$ cat src/rtl/imm_ext_pipe.sv
// imm_ext_pipe
// Extends an IN_W-bit immediate to OUT_W bits according to extop and
// buffers the result in a DEPTH-entry FIFO with valid/ready handshakes on
// both sides. Results are computed when an offer is accepted and stored,
// so there is no combinational path from the inputs to the outputs.
//
// Configuration macro: IMM_EXT_SHIFT_MODE_EN
//    defined   : extop 011 yields the sign-extension shifted left by 2
//    undefined : extop 011 is treated as unsupported (result 0, illegal=1)
//
// Ports
//    clk        in   single clock, rising edge
//    rst        in   synchronous active-high reset
//    flush      in   synchronous discard of all buffered entries
//    in_valid   in   producer offers imm_in/extop
//    in_ready   out  buffer has room (occupancy < DEPTH)
//    imm_in     in   IN_W immediate
//    extop      in   3-bit extension mode
//    out_valid  out  head entry valid
//    out_ready  in   consumer takes the head entry
//    imm_out    out  OUT_W extended head result (0 when empty)
//    illegal    out  head entry was pushed with an unsupported extop

module imm_ext_pipe #(
   parameter int IN_W  = 16,
   parameter int OUT_W = 32,
   parameter int DEPTH = 2
) (
   input  logic             clk,
   input  logic             rst,
   input  logic             flush,
   input  logic             in_valid,
   output logic             in_ready,
   input  logic [IN_W-1:0]  imm_in,
   input  logic [2:0]       extop,
   output logic             out_valid,
   input  logic             out_ready,
   output logic [OUT_W-1:0] imm_out,
   output logic             illegal
);

   localparam int PTR_W = (DEPTH > 1) ? $clog2(DEPTH) : 1;
   localparam int CNT_W = $clog2(DEPTH + 1);
   localparam int EXT_W = OUT_W - IN_W;

   logic [OUT_W-1:0] data_q [DEPTH];
   logic [OUT_W-1:0] data_d [DEPTH];
   logic             ill_q  [DEPTH];
   logic             ill_d  [DEPTH];
   logic [PTR_W-1:0] wr_ptr_q, wr_ptr_d;
   logic [PTR_W-1:0] rd_ptr_q, rd_ptr_d;
   logic [CNT_W-1:0] count_q, count_d;

   logic [OUT_W-1:0] ext_result;
   logic             ext_illegal;
   logic [OUT_W-1:0] sext_value;
   logic             push;
   logic             pop;

   // Extension unit: works on the current offer; its result only reaches the
   // outputs after being written into the buffer.
   always_comb begin
      sext_value  = {{EXT_W{imm_in[IN_W-1]}}, imm_in};
      ext_result  = '0;
      ext_illegal = 1'b0;
      unique case (extop)
         3'b000: ext_result = {{EXT_W{1'b0}}, imm_in};
         3'b001: ext_result = sext_value;
         3'b010: ext_result = {imm_in, {EXT_W{1'b0}}};
`ifdef IMM_EXT_SHIFT_MODE_EN
         // Branch offset: sign-extended immediate in units of 4 bytes.
         3'b011: ext_result = sext_value << 2;
`else
         3'b011: ext_illegal = 1'b1;
`endif
         default: ext_illegal = 1'b1;
      endcase
   end

   // Handshake decode: in_ready depends only on occupancy, so a full buffer
   // refuses an offer even when the head is being popped the same cycle.
   always_comb begin
      in_ready  = (count_q < CNT_W'(DEPTH));
      out_valid = (count_q != '0);
      push      = in_valid && in_ready;
      pop       = out_valid && out_ready;
      imm_out   = out_valid ? data_q[rd_ptr_q] : '0;
      illegal   = out_valid ? ill_q[rd_ptr_q] : 1'b0;
   end

   // Next-state for the buffer. Flush wins over push and pop and also
   // returns the pointers home so the storage restarts from entry 0.
   always_comb begin
      data_d   = data_q;
      ill_d    = ill_q;
      wr_ptr_d = wr_ptr_q;
      rd_ptr_d = rd_ptr_q;
      count_d  = count_q;
      if (flush) begin
         wr_ptr_d = '0;
         rd_ptr_d = '0;
         count_d  = '0;
      end else begin
         if (push) begin
            data_d[wr_ptr_q] = ext_result;
            ill_d[wr_ptr_q]  = ext_illegal;
            wr_ptr_d = (wr_ptr_q == PTR_W'(DEPTH - 1)) ? '0 : wr_ptr_q + 1'b1;
         end
         if (pop) begin
            rd_ptr_d = (rd_ptr_q == PTR_W'(DEPTH - 1)) ? '0 : rd_ptr_q + 1'b1;
         end
         if (push && !pop) begin
            count_d = count_q + 1'b1;
         end else if (pop && !push) begin
            count_d = count_q - 1'b1;
         end
      end
   end

   // State registers; reset has priority over everything else.
   always_ff @(posedge clk) begin
      if (rst) begin
         wr_ptr_q <= '0;
         rd_ptr_q <= '0;
         count_q  <= '0;
         for (int i = 0; i < DEPTH; i++) begin
            data_q[i] <= '0;
            ill_q[i]  <= 1'b0;
         end
      end else begin
         wr_ptr_q <= wr_ptr_d;
         rd_ptr_q <= rd_ptr_d;
         count_q  <= count_d;
         for (int i = 0; i < DEPTH; i++) begin
            data_q[i] <= data_d[i];
            ill_q[i]  <= ill_d[i];
         end
      end
   end

endmodule

$ cat config.mk
export PLATFORM = sky130hd
export DESIGN_NAME = imm_ext_pipe
export DESIGN_NICKNAME = d
export VERILOG_FILES = /design/src/rtl/imm_ext_pipe.sv
export SDC_FILE = /design/constraint.sdc
export NUM_CORES = 1
export LEC_CHECK = 0
export CORE_MARGIN = 2
export CORE_UTILIZATION = 52
export CTS_CLUSTER_DIAMETER = 200
export DETAILED_ROUTE_END_ITERATION = 16
export PLACE_DENSITY = 0.8
export SYNTH_ARGS = -nofsm -noshare
export SYNTH_HDL_FRONTEND = slang
export SYNTH_SLANG_ARGS = --single-unit
$ cat constraint.sdc
create_clock -name clk -period 1.9 [get_ports clk]
set_input_delay 0.57 -clock clk [delete_from_list [all_inputs] [get_ports clk]]
set_output_delay 0.57 -clock clk [all_outputs]
set_load 0.03 [all_outputs]
==> summary.md, run 1 <==
| Metric | Value |
|---|---|
| Outcome | `complete, but fails checks` |
| Failing checks | `setup timing` |
| FP Rows | `28` |
| Fmax | `489 MHz` |
| Dpl ws | `-0.360 ns` |
| Starting Density | `53.7%` |
| Crit-path max FO | `5` |
| Worst VDD drop | `0.553 mV` |
| Final WS setup | `-0.145 ns` |
| Post-Syn Area | `3160 µm²` |
| Antenna-violating nets left | `0` |
| Die W | `81.9 µm` |
| Yosys reg bits | `70` |
| DRC | `0` |
| # setup viols final | `34` |
| CP cell instances | `buf_6 -> buf_12 -> mux2i_2 -> nor2_2 -> buf_6` |
| Syn Inst Count | `376` |
| First-pass detailed-route iteration total | `4` |
| Min Hold Slack | `0.458 ns` |
| IO Count | `59` |
| DR vias/cell | `5.79` |
| Clock Sinks | `70` |
| RSZ-0062 raised after global routing | `true` |
| Ant. Diodes | `0` |
| Tightest Hold Check Type | `reg2reg` |
| # H-tree levels | `3` |
| Syn avg cell area | `8.40 µm²` |
| Fin crit share | `108%` |
| Clock power frac | `39.4%` |
| Internal | `2.62 mW` |
| Sequential share of power | `44.0%` |
| Critical path class | `reg2out` |
| Sw Pwr | `918 µW` |
| Clock buffer depth | `2` |
| Comb power frac | `16.6%` |
| Hold Buf Count CTS | `0` |
| Core ar. | `5890 µm²` |
| Placed cell areas | `3870 µm²` |
| Root Buffer | `clkbuf_8` |
| Static leakage | `1.52 nW` |
| CP Launch Type | `flop` |
| Die height | `81.9 µm` |
| Max cap viols | `0` |
| Vias | `3034` |
| Max-slew headroom | `77.1%` |
| Vias in the first global route | `2819` |
| First-pass GRT wire length | `13900 µm` |
| Final nets | `469` |
| Initial DRC count | `184` |
| Tot Pwr | `3.54 mW` |
| Post-synthesis sequential area ratio | `44.4%` |
| HPWL after DPL | `5000 µm` |
| Layout cells sized above 1 | `30.3%` |
| Synth Flop Type | `dfxtp_1` |
| EDFF count, synth | `0` |
| Worst slew pin tran | `0.342 ns` |
| Routability congestion estimate | `0.756` |
| Yosys cell types | `28` |
| Clk_lat worst skew | `0.35 ns` |
| PwrDens | `783 nW/µm²` |
| Initial antenna violation count | `0` |
| Finished Cell Area | `4520 µm²` |
| Clock slew at reported path FFs | `0.07 ns` |
| CTS tree | `done` |
| Critical path arrival | `1.48 ns` |
| GRT Residual Overflow | `0` |
| Final Skew | `0.00498 ns` |
| WL per Instance | `17.7 µm` |
| Die area | `6710 µm²` |
| Sw Ratio | `26.0%` |
| Critical path's most frequent cell | `buf_6` |
| Hold Vio Cnt, Final | `0` |
| Clock buffer count from CTS | `9` |
| Final wirelength | `9280 µm` |
| Crit-path slowest cell | `dfxtp_4` |
| IO buf count | `58` |
| Synth async-reset ratio | `0%` |
| Number of synthesis warnings | `0` |
| Post-synthesis net count | `401` |
| GR Util All Layers | `27.4%` |
| Required time worst endpoint | `1.33 ns` |
| Endpoint type of the worst setup path | `output pin` |
| CP peak stage delay | `0.42 ns` |
| Area Growth Syn to Fin | `42.9%` |
| Crit path time final | `2.05 ns` |
| Largest net degree at the start of global routing | `71` |
| Slew Viols, Final | `0` |
## repair_timing
item,CTS,global route
buffers inserted,4,4
setup endpoints to repair,36,37
pin swaps,1,1
cloned,3,2
gates resized for setup,46,35
## power groups by stage
stage	clock, mW	sequential, mW	combinational (mW)
after floorplan	0	1.57	0.307
after global placement	0	1.57	0.489
after detailed placement	0	1.58	0.497
after CTS	1.40	1.55	0.540
after global routing	1.46	1.56	0.626
final	1.39	1.56	0.588
## final cells by class
cell class,count,area [µm²]
Multi-Input combinational cell,269,1800
Sequential cell,70,1410
Fill cell,386,1370
Timing Repair Buffer,92,972
Clock buffer,13,169
Tap cell,75,93.8
Clock inverter,3,65.1
Inverter,2,7.51
## flip-flops by register name (all words and copies together) (netlist names)
signal / count
wr_ptr_q: 1
ill_q: 2
data_q: 64
rd_ptr_q: 1
count_q: 2
## cell usage after synthesis (2+ instances only)
library cell / instances / area [µm²]
a211oi_1: 33 / 248
a21oi_1: 48 / 240
buf_2: 13 / 65.1
buf_4: 3 / 22.5
buf_6: 3 / 33.8
clkbuf_1: 16 / 60.1
dfxtp_1: 70 / 1400
inv_1: 2 / 7.51
mux2i_1: 33 / 330
nand2_1: 32 / 120
nand3_1: 32 / 160
nor2_1: 67 / 251
nor3_1: 3 / 15.0
o21ai_0: 3 / 15.0
or4b_1: 2 / 20.0
xnor2_1: 2 / 17.5
xor2_1: 3 / 26.3
## kinds of logic after synthesis
kind of cell	Yosys count	synth area share [%]
and+or+nand+nor	145	21.2
buffers and inverters	37	5.98
adders and majority gates	1	0.396
xor gates and xnor gates	5	1.39
muxes	33	10.5
AOI/OAI and AO/OA	85	16.2
DFF	70	44.4
## stage by stage
| stage | setup TNS [ns] | util, % | instances |
|---|---|---|---|
| 6_report | -3.04 | 76.7 | 524 |
| 5_1_grt | -4.67 | 76.7 | 524 |
| 4_1_cts | -3.32 | 74.2 | 521 |
| 3_5_place_dp | -10.13 | 65.8 | 498 |
| 3_3_place_gp | -8.17 | 65.8 | 498 |
| 2_1_floorplan | -0.381 | - | 376 |
## final timing paths
path / start / slack [ns] / end / cells after the start
hold reg to reg: data_q[33] / 0.46 / data_q[33] / 2
setup reg to reg: count_q[1] / 0.19 / count_q[1] / 6
setup / recovery: rd_ptr_q / -0.15 / imm_out[18] / 5
hold / removal: data_q[33] / 0.46 / data_q[33] / 2
## layout by cell type (no fill, tap or decap), types with 2 or more instances in the layout
cell,synthesis,final
mux2i_4,0,9
nor2_1,67,44
bufinv_16,0,2
buf_12,0,8
a21oi_1,48,48
or4b_1,2,2
a211oi_1,33,31
nor3_1,3,3
xor2_1,3,3
mux2i_1,33,13
nor2_2,0,22
xnor2_1,2,2
buf_4,3,33
nand3_1,32,32
nand2_1,32,32
inv_1,2,2
o21ai_0,3,3
buf_6,3,24
clkbuf_8,0,12
a211oi_2,0,2
clkdlybuf4s50_1,0,21
mux2i_2,0,11
dfxtp_1,70,69
## routing by layer
layer	up-vias	GRT usage (%)	part of all wire [%]
li1	1450	-	-
met1	1468	36.5	43
met2	103	44.4	50
met3	13	6.70	6.4
met4	0	7.67	0.95
met5	-	0	0
## worst max-delay path: cells and delay by family (launching register included)
| kind | cells | cell delay [ns] |
|---|---|---|
| flip-flops | 1 | 0.42 |
| buffers and inverters | 3 | 0.41 |
| AND/OR/NAND/NOR | 1 | 0.08 |
| multiplexers | 1 | 0.22 |
Note: power is estimated with default switching activity, not from simulation.
==> run 2: changes to the inputs <==
--- a/config.mk
+++ b/config.mk
@@ -9,6 +9,7 @@
 export CORE_UTILIZATION = 52
 export CTS_CLUSTER_DIAMETER = 200
 export DETAILED_ROUTE_END_ITERATION = 16
+export GPL_ROUTABILITY_DRIVEN = 0
 export PLACE_DENSITY = 0.8
 export SYNTH_ARGS = -nofsm -noshare
 export SYNTH_HDL_FRONTEND = slang
==> results of run 2 <==
No change in the layout: final DEF, timing and power equal those of run 1.
